## src/rtl/pipeline_ctrl_if.sv

```systemverilog
// Bundle of stall requests, redirect and per-stage control lines exchanged
// between the pipeline stages (master side) and the stall/flush controller
// (slave side).
interface pipeline_ctrl_if #(
  parameter int XLEN  = 32,
  parameter int CNT_W = 32
);
  // Requests from the stages
  logic             load_use_stall;
  logic             imem_stall;
  logic             dmem_stall;
  logic             muldiv_busy;
  logic             redirect_valid;
  logic [XLEN-1:0]  redirect_pc;
  logic             stall_cnt_clr;
  // Controls back to the stages
  logic             pc_we;
  logic             pc_sel_redirect;
  logic [XLEN-1:0]  redirect_pc_out;
  logic             if_id_we;
  logic             if_id_flush;
  logic             id_ex_we;
  logic             id_ex_flush;
  logic             ex_mem_we;
  logic             ex_mem_flush;
  logic             mem_wb_we;
  logic             mem_wb_flush;
  logic             fetch_drain;
  logic [CNT_W-1:0] stall_cycles;

  modport master (
    output load_use_stall, imem_stall, dmem_stall, muldiv_busy,
           redirect_valid, redirect_pc, stall_cnt_clr,
    input  pc_we, pc_sel_redirect, redirect_pc_out, if_id_we, if_id_flush,
           id_ex_we, id_ex_flush, ex_mem_we, ex_mem_flush, mem_wb_we,
           mem_wb_flush, fetch_drain, stall_cycles
  );

  modport slave (
    input  load_use_stall, imem_stall, dmem_stall, muldiv_busy,
           redirect_valid, redirect_pc, stall_cnt_clr,
    output pc_we, pc_sel_redirect, redirect_pc_out, if_id_we, if_id_flush,
           id_ex_we, id_ex_flush, ex_mem_we, ex_mem_flush, mem_wb_we,
           mem_wb_flush, fetch_drain, stall_cycles
  );
endinterface

```

## src/rtl/pipeline_ctrl.sv

```systemverilog
// Central stall/flush controller for the 5-stage core. Turns the four stall
// sources and the EX redirect into per-stage write enables and bubbles, drops
// a stale fetch after a redirect, and counts cycles in which the PC is held.
//
// Redirect handshake: redirect_valid is held by EX until it is accepted. It is
// accepted in any cycle where EX advances (no dmem_stall, no muldiv_busy);
// in that cycle pc_we=1 and pc_sel_redirect=1 load the target. There is no
// separate ready line: a frozen EX simply keeps presenting the same redirect.
module pipeline_ctrl #(
  parameter int XLEN  = 32,
  parameter int CNT_W = 32
) (
  input  logic          clk,
  input  logic          rst,
  pipeline_ctrl_if.slave bus
);

  typedef enum logic {
    RUN   = 1'b0,
    DRAIN = 1'b1
  } state_e;

  state_e           state_q, state_d;
  logic [CNT_W-1:0] stall_cycles_q, stall_cycles_d;

  logic ex_frozen;
  logic redirect_take;
  logic pc_we, pc_sel_redirect;
  logic if_id_we, if_id_flush, id_ex_we, id_ex_flush;
  logic ex_mem_we, ex_mem_flush, mem_wb_we, mem_wb_flush;

  assign ex_frozen     = bus.dmem_stall | bus.muldiv_busy;
  assign redirect_take = bus.redirect_valid & ~ex_frozen;

  // Per-stage enables/bubbles by priority; a bubble is only inserted into a
  // register that is being written this cycle.
  always_comb begin
    pc_we           = 1'b1;
    pc_sel_redirect = 1'b0;
    if_id_we        = 1'b1;
    if_id_flush     = 1'b0;
    id_ex_we        = 1'b1;
    id_ex_flush     = 1'b0;
    ex_mem_we       = 1'b1;
    ex_mem_flush    = 1'b0;
    mem_wb_we       = 1'b1;
    mem_wb_flush    = 1'b0;
    if (rst) begin
      pc_we        = 1'b0;
      if_id_we     = 1'b0;
      if_id_flush  = 1'b1;
      id_ex_we     = 1'b0;
      id_ex_flush  = 1'b1;
      ex_mem_we    = 1'b0;
      ex_mem_flush = 1'b1;
      mem_wb_we    = 1'b0;
      mem_wb_flush = 1'b1;
    end else if (bus.dmem_stall) begin
      pc_we        = 1'b0;
      if_id_we     = 1'b0;
      id_ex_we     = 1'b0;
      ex_mem_we    = 1'b0;
      mem_wb_flush = 1'b1;
    end else if (bus.muldiv_busy) begin
      pc_we        = 1'b0;
      if_id_we     = 1'b0;
      id_ex_we     = 1'b0;
      ex_mem_flush = 1'b1;
    end else if (bus.redirect_valid) begin
      pc_sel_redirect = 1'b1;
      if_id_flush     = 1'b1;
      id_ex_flush     = 1'b1;
    end else if (bus.load_use_stall) begin
      pc_we       = 1'b0;
      if_id_we    = 1'b0;
      id_ex_flush = 1'b1;
    end else if (bus.imem_stall || state_q == DRAIN) begin
      // In DRAIN the PC already holds the redirect target, so it is held.
      pc_we       = 1'b0;
      if_id_flush = 1'b1;
    end
  end

  // Next state of the stale-fetch tracker and the stall-cycle counter.
  always_comb begin
    state_d        = state_q;
    stall_cycles_d = stall_cycles_q;
    if (redirect_take) begin
      // An old-path fetch still outstanding must be discarded; a redirect
      // seen while already draining keeps draining.
      if (bus.imem_stall) begin
        state_d = DRAIN;
      end
    end else if (state_q == DRAIN && !bus.imem_stall) begin
      // The stale word returns this cycle and is flushed out of IF/ID.
      state_d = RUN;
    end
    if (bus.stall_cnt_clr) begin
      stall_cycles_d = '0;
    end else if (!pc_we) begin
      stall_cycles_d = stall_cycles_q + 1'b1;
    end
  end

  // State and counter registers with synchronous reset.
  always_ff @(posedge clk) begin
    if (rst) begin
      state_q        <= RUN;
      stall_cycles_q <= '0;
    end else begin
      state_q        <= state_d;
      stall_cycles_q <= stall_cycles_d;
    end
  end

  assign bus.pc_we           = pc_we;
  assign bus.pc_sel_redirect = pc_sel_redirect;
  assign bus.redirect_pc_out = bus.redirect_pc;
  assign bus.if_id_we        = if_id_we;
  assign bus.if_id_flush     = if_id_flush;
  assign bus.id_ex_we        = id_ex_we;
  assign bus.id_ex_flush     = id_ex_flush;
  assign bus.ex_mem_we       = ex_mem_we;
  assign bus.ex_mem_flush    = ex_mem_flush;
  assign bus.mem_wb_we       = mem_wb_we;
  assign bus.mem_wb_flush    = mem_wb_flush;
  assign bus.fetch_drain     = ~rst & (state_q == DRAIN);
  assign bus.stall_cycles    = stall_cycles_q;

endmodule
```

## src/flat_wrapper.sv

```systemverilog
// flat-port wrapper written by rule: the top's interface ports become plain ports
module pipeline_ctrl_flat 
#(
  parameter int XLEN  = 32,
  parameter int CNT_W = 32
)
  (clk, rst, bus_load_use_stall, bus_imem_stall, bus_dmem_stall, bus_muldiv_busy, bus_redirect_valid, bus_redirect_pc, bus_stall_cnt_clr, bus_pc_we, bus_pc_sel_redirect, bus_redirect_pc_out, bus_if_id_we, bus_if_id_flush, bus_id_ex_we, bus_id_ex_flush, bus_ex_mem_we, bus_ex_mem_flush, bus_mem_wb_we, bus_mem_wb_flush, bus_fetch_drain, bus_stall_cycles);
  pipeline_ctrl_if #(.XLEN(XLEN), .CNT_W(CNT_W)) bus_i ();
  input  logic clk;
  input  logic rst;
  input wire logic [$bits(bus_i.load_use_stall)-1:0] bus_load_use_stall;
  input wire logic [$bits(bus_i.imem_stall)-1:0] bus_imem_stall;
  input wire logic [$bits(bus_i.dmem_stall)-1:0] bus_dmem_stall;
  input wire logic [$bits(bus_i.muldiv_busy)-1:0] bus_muldiv_busy;
  input wire logic [$bits(bus_i.redirect_valid)-1:0] bus_redirect_valid;
  input wire logic [$bits(bus_i.redirect_pc)-1:0] bus_redirect_pc;
  input wire logic [$bits(bus_i.stall_cnt_clr)-1:0] bus_stall_cnt_clr;
  output wire logic [$bits(bus_i.pc_we)-1:0] bus_pc_we;
  output wire logic [$bits(bus_i.pc_sel_redirect)-1:0] bus_pc_sel_redirect;
  output wire logic [$bits(bus_i.redirect_pc_out)-1:0] bus_redirect_pc_out;
  output wire logic [$bits(bus_i.if_id_we)-1:0] bus_if_id_we;
  output wire logic [$bits(bus_i.if_id_flush)-1:0] bus_if_id_flush;
  output wire logic [$bits(bus_i.id_ex_we)-1:0] bus_id_ex_we;
  output wire logic [$bits(bus_i.id_ex_flush)-1:0] bus_id_ex_flush;
  output wire logic [$bits(bus_i.ex_mem_we)-1:0] bus_ex_mem_we;
  output wire logic [$bits(bus_i.ex_mem_flush)-1:0] bus_ex_mem_flush;
  output wire logic [$bits(bus_i.mem_wb_we)-1:0] bus_mem_wb_we;
  output wire logic [$bits(bus_i.mem_wb_flush)-1:0] bus_mem_wb_flush;
  output wire logic [$bits(bus_i.fetch_drain)-1:0] bus_fetch_drain;
  output wire logic [$bits(bus_i.stall_cycles)-1:0] bus_stall_cycles;
  assign bus_i.load_use_stall = bus_load_use_stall;
  assign bus_i.imem_stall = bus_imem_stall;
  assign bus_i.dmem_stall = bus_dmem_stall;
  assign bus_i.muldiv_busy = bus_muldiv_busy;
  assign bus_i.redirect_valid = bus_redirect_valid;
  assign bus_i.redirect_pc = bus_redirect_pc;
  assign bus_i.stall_cnt_clr = bus_stall_cnt_clr;
  assign bus_pc_we = bus_i.pc_we;
  assign bus_pc_sel_redirect = bus_i.pc_sel_redirect;
  assign bus_redirect_pc_out = bus_i.redirect_pc_out;
  assign bus_if_id_we = bus_i.if_id_we;
  assign bus_if_id_flush = bus_i.if_id_flush;
  assign bus_id_ex_we = bus_i.id_ex_we;
  assign bus_id_ex_flush = bus_i.id_ex_flush;
  assign bus_ex_mem_we = bus_i.ex_mem_we;
  assign bus_ex_mem_flush = bus_i.ex_mem_flush;
  assign bus_mem_wb_we = bus_i.mem_wb_we;
  assign bus_mem_wb_flush = bus_i.mem_wb_flush;
  assign bus_fetch_drain = bus_i.fetch_drain;
  assign bus_stall_cycles = bus_i.stall_cycles;
  pipeline_ctrl #(.XLEN(XLEN), .CNT_W(CNT_W)) u_core (.clk(clk), .rst(rst), .bus(bus_i));
endmodule
```

## config.mk

```make
export PLATFORM = sky130hd
export DESIGN_NAME = pipeline_ctrl_flat
export DESIGN_NICKNAME = d
export VERILOG_FILES = /design/src/rtl/pipeline_ctrl_if.sv /design/src/rtl/pipeline_ctrl.sv /design/src/flat_wrapper.sv
export SDC_FILE = /design/constraint.sdc
export NUM_CORES = 1
export LEC_CHECK = 0
export BUFFER_PORTS_ARGS = -buffer_cell sky130_fd_sc_hd__buf_2
export CAP_MARGIN = 0
export CORE_UTILIZATION = 47
export DETAILED_ROUTE_END_ITERATION = 16
export GPL_TIMING_DRIVEN = 0
export HOLD_SLACK_MARGIN = 0.03
export PLACE_DENSITY = 0.93
export SKIP_CTS_REPAIR_TIMING = 1
export SKIP_LAST_GASP = 1
export SYNTH_ARGS = -nofsm -noshare
export SYNTH_HDL_FRONTEND = slang
export SYNTH_SLANG_ARGS = --single-unit
export TNS_END_PERCENT = 20
```

## constraint.sdc

```tcl
create_clock -name clk -period 5.3 [get_ports clk]
set_clock_uncertainty 0.1 [all_clocks]
set_input_delay 0.53 -clock clk [delete_from_list [all_inputs] [get_ports clk]]
set_output_delay 0.53 -clock clk [all_outputs]
set_load 0.01 [all_outputs]
```

==> results of run 1 <==
## Yosys cell counts (2+ instances only)
cell and n:
sky130_fd_sc_hd__clkbuf_1 8, sky130_fd_sc_hd__xnor2_1 2, sky130_fd_sc_hd__mux2i_1 2, sky130_fd_sc_hd__and2_1 3, sky130_fd_sc_hd__dfxtp_1 33, sky130_fd_sc_hd__buf_2 2
sky130_fd_sc_hd__nand4_1 10, sky130_fd_sc_hd__buf_4 33, sky130_fd_sc_hd__nor2_1 8, sky130_fd_sc_hd__or4_1 19, sky130_fd_sc_hd__a21oi_1 28, sky130_fd_sc_hd__o21ai_0 12
sky130_fd_sc_hd__and3_1 2, sky130_fd_sc_hd__or3_1 9, sky130_fd_sc_hd__nand3_1 9, sky130_fd_sc_hd__o31ai_1 19, sky130_fd_sc_hd__inv_1 9, sky130_fd_sc_hd__nor3_1 2
sky130_fd_sc_hd__or2_2 2, sky130_fd_sc_hd__and4_1 5, sky130_fd_sc_hd__a211o_1 2, sky130_fd_sc_hd__nand2_1 12
## cells in the final DEF, fill, tap and decap left out, drive strengths merged, types with 3 or more instances in the layout
| cell | n |
|---|---|
| dfxtp | 33 |
| nand2 | 12 |
| nand3 | 9 |
| clkbuf | 15 |
| nand4 | 10 |
| and2 | 3 |
| o21ai | 12 |
| nor2 | 8 |
| nor3 | 3 |
| and4 | 5 |
| or4 | 19 |
| a21oi | 28 |
| or3 | 9 |
| inv | 9 |
| o31ai | 19 |
| buf | 117 |
## cell type report
class	count	area, um^2
multi-input cells	156	969.7
inverters	9	33.78
well taps	50	62.56
repair buffers	81	405.4
plain buffers	45	296.5
flip-flops and latches	33	660.6
clock inverters	2	10.01
clock buffers	6	72.57
fillers	365	1489
## through the flow
stage | total power [mW] | std cells | utilization
floorplan | 0.2952 | 243 | -
global placement | 0.3165 | 374 | 0.6071
detailed placement | 0.3178 | 374 | 0.6071
CTS | 0.5003 | 382 | 0.6278
global route | 0.5174 | 382 | 0.6278
finish | 0.4992 | 382 | 0.6278
## final timing paths
kind | from | end | slack (ns) | cells past startpoint
min | u_core.bus.stall_cycles[31] | u_core.bus.stall_cycles[31] | 0.39 | 2
min reg2reg | u_core.bus.stall_cycles[31] | u_core.bus.stall_cycles[31] | 0.39 | 2
max | bus_imem_stall | bus_pc_we | 3.14 | 4
max reg2reg | u_core.bus.stall_cycles[0] | u_core.bus.stall_cycles[30] | 3.17 | 5
## worst max-delay path, cell delays in order
cell	delay, ns
sky130_fd_sc_hd__buf_2	0.12
sky130_fd_sc_hd__nor3_1	0.42
sky130_fd_sc_hd__o21a_1	0.29
sky130_fd_sc_hd__buf_2	0.17
## sequential cells by signal (all words and copies together), names as in the netlist
register                 cells
u_core.state_q               1
u_core.bus.stall_cycles     32
## per-layer routing
metal,vias to the layer above,share of wire
li1,1053,-
met1,983,0.42
met2,97,0.49
met3,7,0.073
met4,0,0.013
met5,-,0
## kinds of logic after synthesis
family / count (synthesis) / share of synthesized area
fa+ha+maj: 1 / 0.006381
xor+xnor: 3 / 0.01340
compound gates: 65 / 0.2010
mux: 2 / 0.01021
flops: 33 / 0.3369
simple gates: 85 / 0.2636
buf+inv: 54 / 0.1685
## report_power, final
part | switching, mW | internal [mW]
sequential | 0.00139 | 0.249
combinational | 0.0291 | 0.0324
clock | 0.0964 | 0.0910
==> flow_metrics.tcl, run 1 <==
set metrics [dict create \
    postSynthRegisterBits 33 \
    fp-row-count 23 \
    cts_sinks 33 \
    finalSetupViolCount 0 \
    layout-drive-gt1-share 0.3855 \
    vias_per_cell 5.602 \
    grt_antenna_before_repair 0 \
    synth.lib_cells_used.distinct 34 \
    timing.critical_path.arrival_ns 1.53 \
    grt_pass1_wl_mm 7.700 \
    start_util 0.4901 \
    globalRouteOverflowTotal 0 \
    sequential_fraction_of_the_synthesis_area 0.3369 \
    static_leak_nw 1.051 \
    max_freq_mhz 463.7 \
    post-route-min-period_ns 2.157 \
    die_y_um 66.59 \
    vias 2140 \
    grt_use_met3 0.07192 \
    grt.busiest_layer "met2" \
    drt.antenna.violating_nets 0 \
    grt_setup_unrepaired "false" \
    grt_start_max_net_pins 11 \
    clk_root_buffer_cell "sky130_fd_sc_hd__clkbuf_8" \
    drc 0 \
    number_of_buffers_created_by_cts 5 \
    deepest_clock_path_buffer_count 2 \
    tightestPinTransition_ns 0.4875 \
    post-synth-top-area-cell "sky130_fd_sc_hd__dfxtp_1" \
    syn-mean-instance-area_um2 8.068 \
    dr.pass1.iters 4 \
    drv.max_cap_violation_count 0 \
    finalWirelength_mm 5.117 \
    min_period_over_period 0.4069 \
    drt_iter0_drc 106 \
    dieWidth_um 66.59 \
    worstSetupStartpointType "primary input" \
    synth_edf_count 0 \
    post-synth-top-area-fraction 0.3369 \
    worstSetupEndpointType "output pin" \
    place_worst_setup_slack_ns 2.899 \
    worst_setup_path_category "primary input to output pin" \
    layout_setup_ws_ns 3.143 \
    clkTransAtPathRegs_ns 0.07 \
    outcome "finished clean" \
    final-hold-violation-count 0 \
    total_number_of_nets_in_the_final_design 372 \
    clk_latency_ns 0.30 \
    syn_nets 284 \
    antenna_cells 0 \
    irDropWorstVdd_mv 0.1557 \
    critical_path_required_time_ns 4.67 \
    clock_tree_from_tritoncts "done" \
    areaGrowthSynthToFinish_pct 28.08 \
    power_density_nw_per_um2 198.8 \
    place_hpwl_mm 3.629 \
    synth.top_cells.by_area "sky130_fd_sc_hd__dfxtp_1, sky130_fd_sc_hd__buf_4, sky130_fd_sc_hd__o31ai_1, sky130_fd_sc_hd__or4_1, sky130_fd_sc_hd__a21oi_1" \
    ios 115 \
    slew_headroom 0.6725 \
    count_of_port_buffers_added_during_placement 81 \
    grt_use_met2 0.3826 \
    globalplace.congestion 0.7959 \
    floorplan.die_area_um2 4434 \
    coreArea_um2 4000 \
    gr-usage-all-layers 0.2288 \
    grt_pass1_vias 1752 \
    detailed_place.area_um2 2429 \
    final_report_max_slew_violation_count 0 \
    synth_top_flop_cell "sky130_fd_sc_hd__dfxtp_1" \
    ctsHtreeMaxLevel 2 \
    netlist_area_um2 1961 \
    grt_use_met1 0.2707 \
    setup_total_negative_slack_ns 0 \
    synth-async-reset-ratio 0 \
    hold_path_class "flop to flop" \
    timing.critical_path.fanout_max 5 \
    layout.cell_area.non_filler_um2 2511 \
    synth_warnings 0 \
    post_drt_wl_per_cell_um 13.40 \
    timing.hold.ws_ns 0.3862 \
    synth_cells 243 \
]
(Power assumes the default switching activity.)
==> run 2, diff against run 1 <==
--- a/config.mk
+++ b/config.mk
@@ -7,11 +7,11 @@
 export LEC_CHECK = 0
 export BUFFER_PORTS_ARGS = -buffer_cell sky130_fd_sc_hd__buf_2
 export CAP_MARGIN = 0
-export CORE_UTILIZATION = 47
+export CORE_UTILIZATION = 44
 export DETAILED_ROUTE_END_ITERATION = 16
 export GPL_TIMING_DRIVEN = 0
 export HOLD_SLACK_MARGIN = 0.03
-export PLACE_DENSITY = 0.93
+export PLACE_DENSITY = 0.89
 export SKIP_CTS_REPAIR_TIMING = 1
 export SKIP_LAST_GASP = 1
 export SYNTH_ARGS = -nofsm -noshare
==> constraint.sdc (replaced) <==
create_clock -name clk -period 2.1 [get_ports clk]
set_clock_uncertainty 0.1 [all_clocks]
set_input_delay 0.21 -clock clk [delete_from_list [all_inputs] [get_ports clk]]
set_output_delay 0.21 -clock clk [all_outputs]
set_load 0.01 [all_outputs]
==> flow_metrics.tcl, run 2 (same netlist as run 1, synthesis figures left out) <==
set metrics [dict create \
    grt_pass1_vias 1863 \
    crit_chain "ha_1 -> inv_1 -> a2111o_1 -> or4_1 -> a21oi_1" \
    detailed_place.area_um2 2429 \
    die_y_um 68.76 \
    setup_total_negative_slack_ns 0 \
    dieWidth_um 68.76 \
    ff_latch_area_um2 660.6 \
    area_used_by_multi_input_combinational_logic_um2 974.7 \
    clk_latency_ns 0.29 \
    timing.reg2reg.worst_path_depth 5 \
    power_density_nw_per_um2 525.1 \
    areaGrowthSynthToFinish_pct 29.36 \
    worst_setup_path_category "flop to flop" \
    globalRouteOverflowTotal 0 \
    count_of_port_buffers_added_during_placement 81 \
    critical_path_required_time_ns 2.22 \
    clkTransAtPathRegs_ns 0.07 \
    slowest_stage "sky130_fd_sc_hd__or4_1" \
    ctsHtreeMaxLevel 2 \
    fin_util 0.6120 \
    layout-drive-gt1-share 0.3946 \
    vias 2148 \
    critical_path.top_delay_family "compound AO/OA/AOI/OAI gates" \
    coreArea_um2 4144 \
    hold_path_class "primary input to flop" \
    max_freq_mhz 477.1 \
    finalWirelength_mm 4.997 \
    antenna_cells 0 \
    finalSetupViolCount 0 \
    fp-row-count 23 \
    worstSetupStartpointType "flop" \
    min_period_over_period 0.9981 \
    deepest_clock_path_buffer_count 2 \
    grt_pass1_wl_mm 7.783 \
    grt_setup_unrepaired "true" \
    n_fill_cell 379 \
    total_number_of_nets_in_the_final_design 372 \
    crit_path_max_incr_delay_ns 0.56 \
    slew_headroom 0.6743 \
    most-common-layout-cells "sky130_fd_sc_hd__buf_2, sky130_fd_sc_hd__buf_4, sky130_fd_sc_hd__dfxtp_1" \
    timing.hold.ws_ns 0.09725 \
    outcome "finished clean" \
    post-route-min-period_ns 2.096 \
    place_hpwl_mm 3.539 \
    number_of_buffers_created_by_cts 5 \
    drv.max_cap_violation_count 0 \
    ios 115 \
    vias_per_cell 5.623 \
    globalplace.congestion 0.8668 \
    tightestPinTransition_ns 0.4873 \
    clock_tree_from_tritoncts "done" \
    layout.cell_area.non_filler_um2 2536 \
    final-hold-violation-count 0 \
    drt_iter0_drc 140 \
    floorplan.die_area_um2 4727 \
    timing.critical_path.arrival_ns 2.22 \
    final_report_max_slew_violation_count 0 \
    drc 0 \
    irDropWorstVdd_mv 0.2456 \
    grt_antenna_before_repair 0 \
    gr-usage-all-layers 0.2217 \
    place_inst 374 \
    timing.critical_path.fanout_max 10 \
    largest_register_ffs 32 \
    critical_path_depth 5 \
    hold_depth 3 \
    clk_root_buffer_cell "sky130_fd_sc_hd__clkbuf_8" \
    commonest_non_fill_non_tap_cell_in_the_layout "sky130_fd_sc_hd__buf_2" \
    critical_path.n_buffers_inverters 1 \
    drt.antenna.violating_nets 0 \
    start_util 0.4731 \
    post_drt_wl_per_cell_um 13.08 \
    static_leak_nw 1.065 \
    worstSetupEndpointType "flop" \
    grt_start_max_net_pins 11 \
    layoutNonFillerInstCount 382 \
    cts_sinks 33 \
    dr.pass1.iters 5 \
]
==> run 2: cell count changes in the layout (fill, tap and decap cells not counted) <==
| cell | change |
|---|---|
| sky130_fd_sc_hd__nor3_1 | -1 |
| sky130_fd_sc_hd__clkbuf_1 | -2 |
| sky130_fd_sc_hd__clkinv_2 | -1 |
| sky130_fd_sc_hd__nor3_2 | +1 |
| sky130_fd_sc_hd__clkbuf_8 | +2 |
| sky130_fd_sc_hd__clkbuf_2 | +1 |
==> run 2: power breakdown <==
group          switching [mW]  total, mW  internal (mW)
registers             0.00336      0.631          0.628
logic                  0.0737      0.156         0.0822
clock network           0.248      0.544          0.296
total                   0.325       1.33           1.01
==> run 2: worst reg2reg max path, delay by kind of cell, from the launching register on <==
family | cells | cell delay (ns)
AO/OA/AOI/OAI | 2 | 0.61
flip-flops | 1 | 0.42
AND/OR/NAND/NOR | 1 | 0.56
buffers and inverters | 1 | 0.08
adder cells (fa/ha/maj) | 1 | 0.26
==> run 2: per-layer routing <==
| layer | wire, um | global-route usage |
|---|---|---|
| met5 | 0 | 0 |
| met4 | 72 | 0.1122 |
| met3 | 478 | 0.06250 |
| met2 | 2322 | 0.3860 |
| met1 | 2125 | 0.2450 |
==> run 2: through the flow <==
stage | setup WS (ns) | power, mW
floorplan | 0.2285 | 0.7450
global placement | 0.04581 | 0.7993
detailed placement | 0.02288 | 0.8021
CTS | -0.0009777 | 1.341
global route | -0.07887 | 1.393
finish | 0.004037 | 1.332
==> run 2: cell type report <==
type,instances,share of cell area
multi-input cells,156,0.3843
flip-flops and latches,33,0.2605
repair buffers,81,0.1598
plain buffers,45,0.1174
clock buffers,7,0.03799
well taps,50,0.02467
inverters,9,0.01332
clock inverters,1,0.001973
==> run 2: worst paths after layout <==
path,start,endpoint,slack (ns)
hold reg to reg,u_core.bus.stall_cycles[31],u_core.bus.stall_cycles[31],0.38
setup / recovery,u_core.bus.stall_cycles[0],u_core.bus.stall_cycles[24],0.004
hold / removal,bus_imem_stall,u_core.state_q,0.1
setup reg to reg,u_core.bus.stall_cycles[0],u_core.bus.stall_cycles[24],0.004
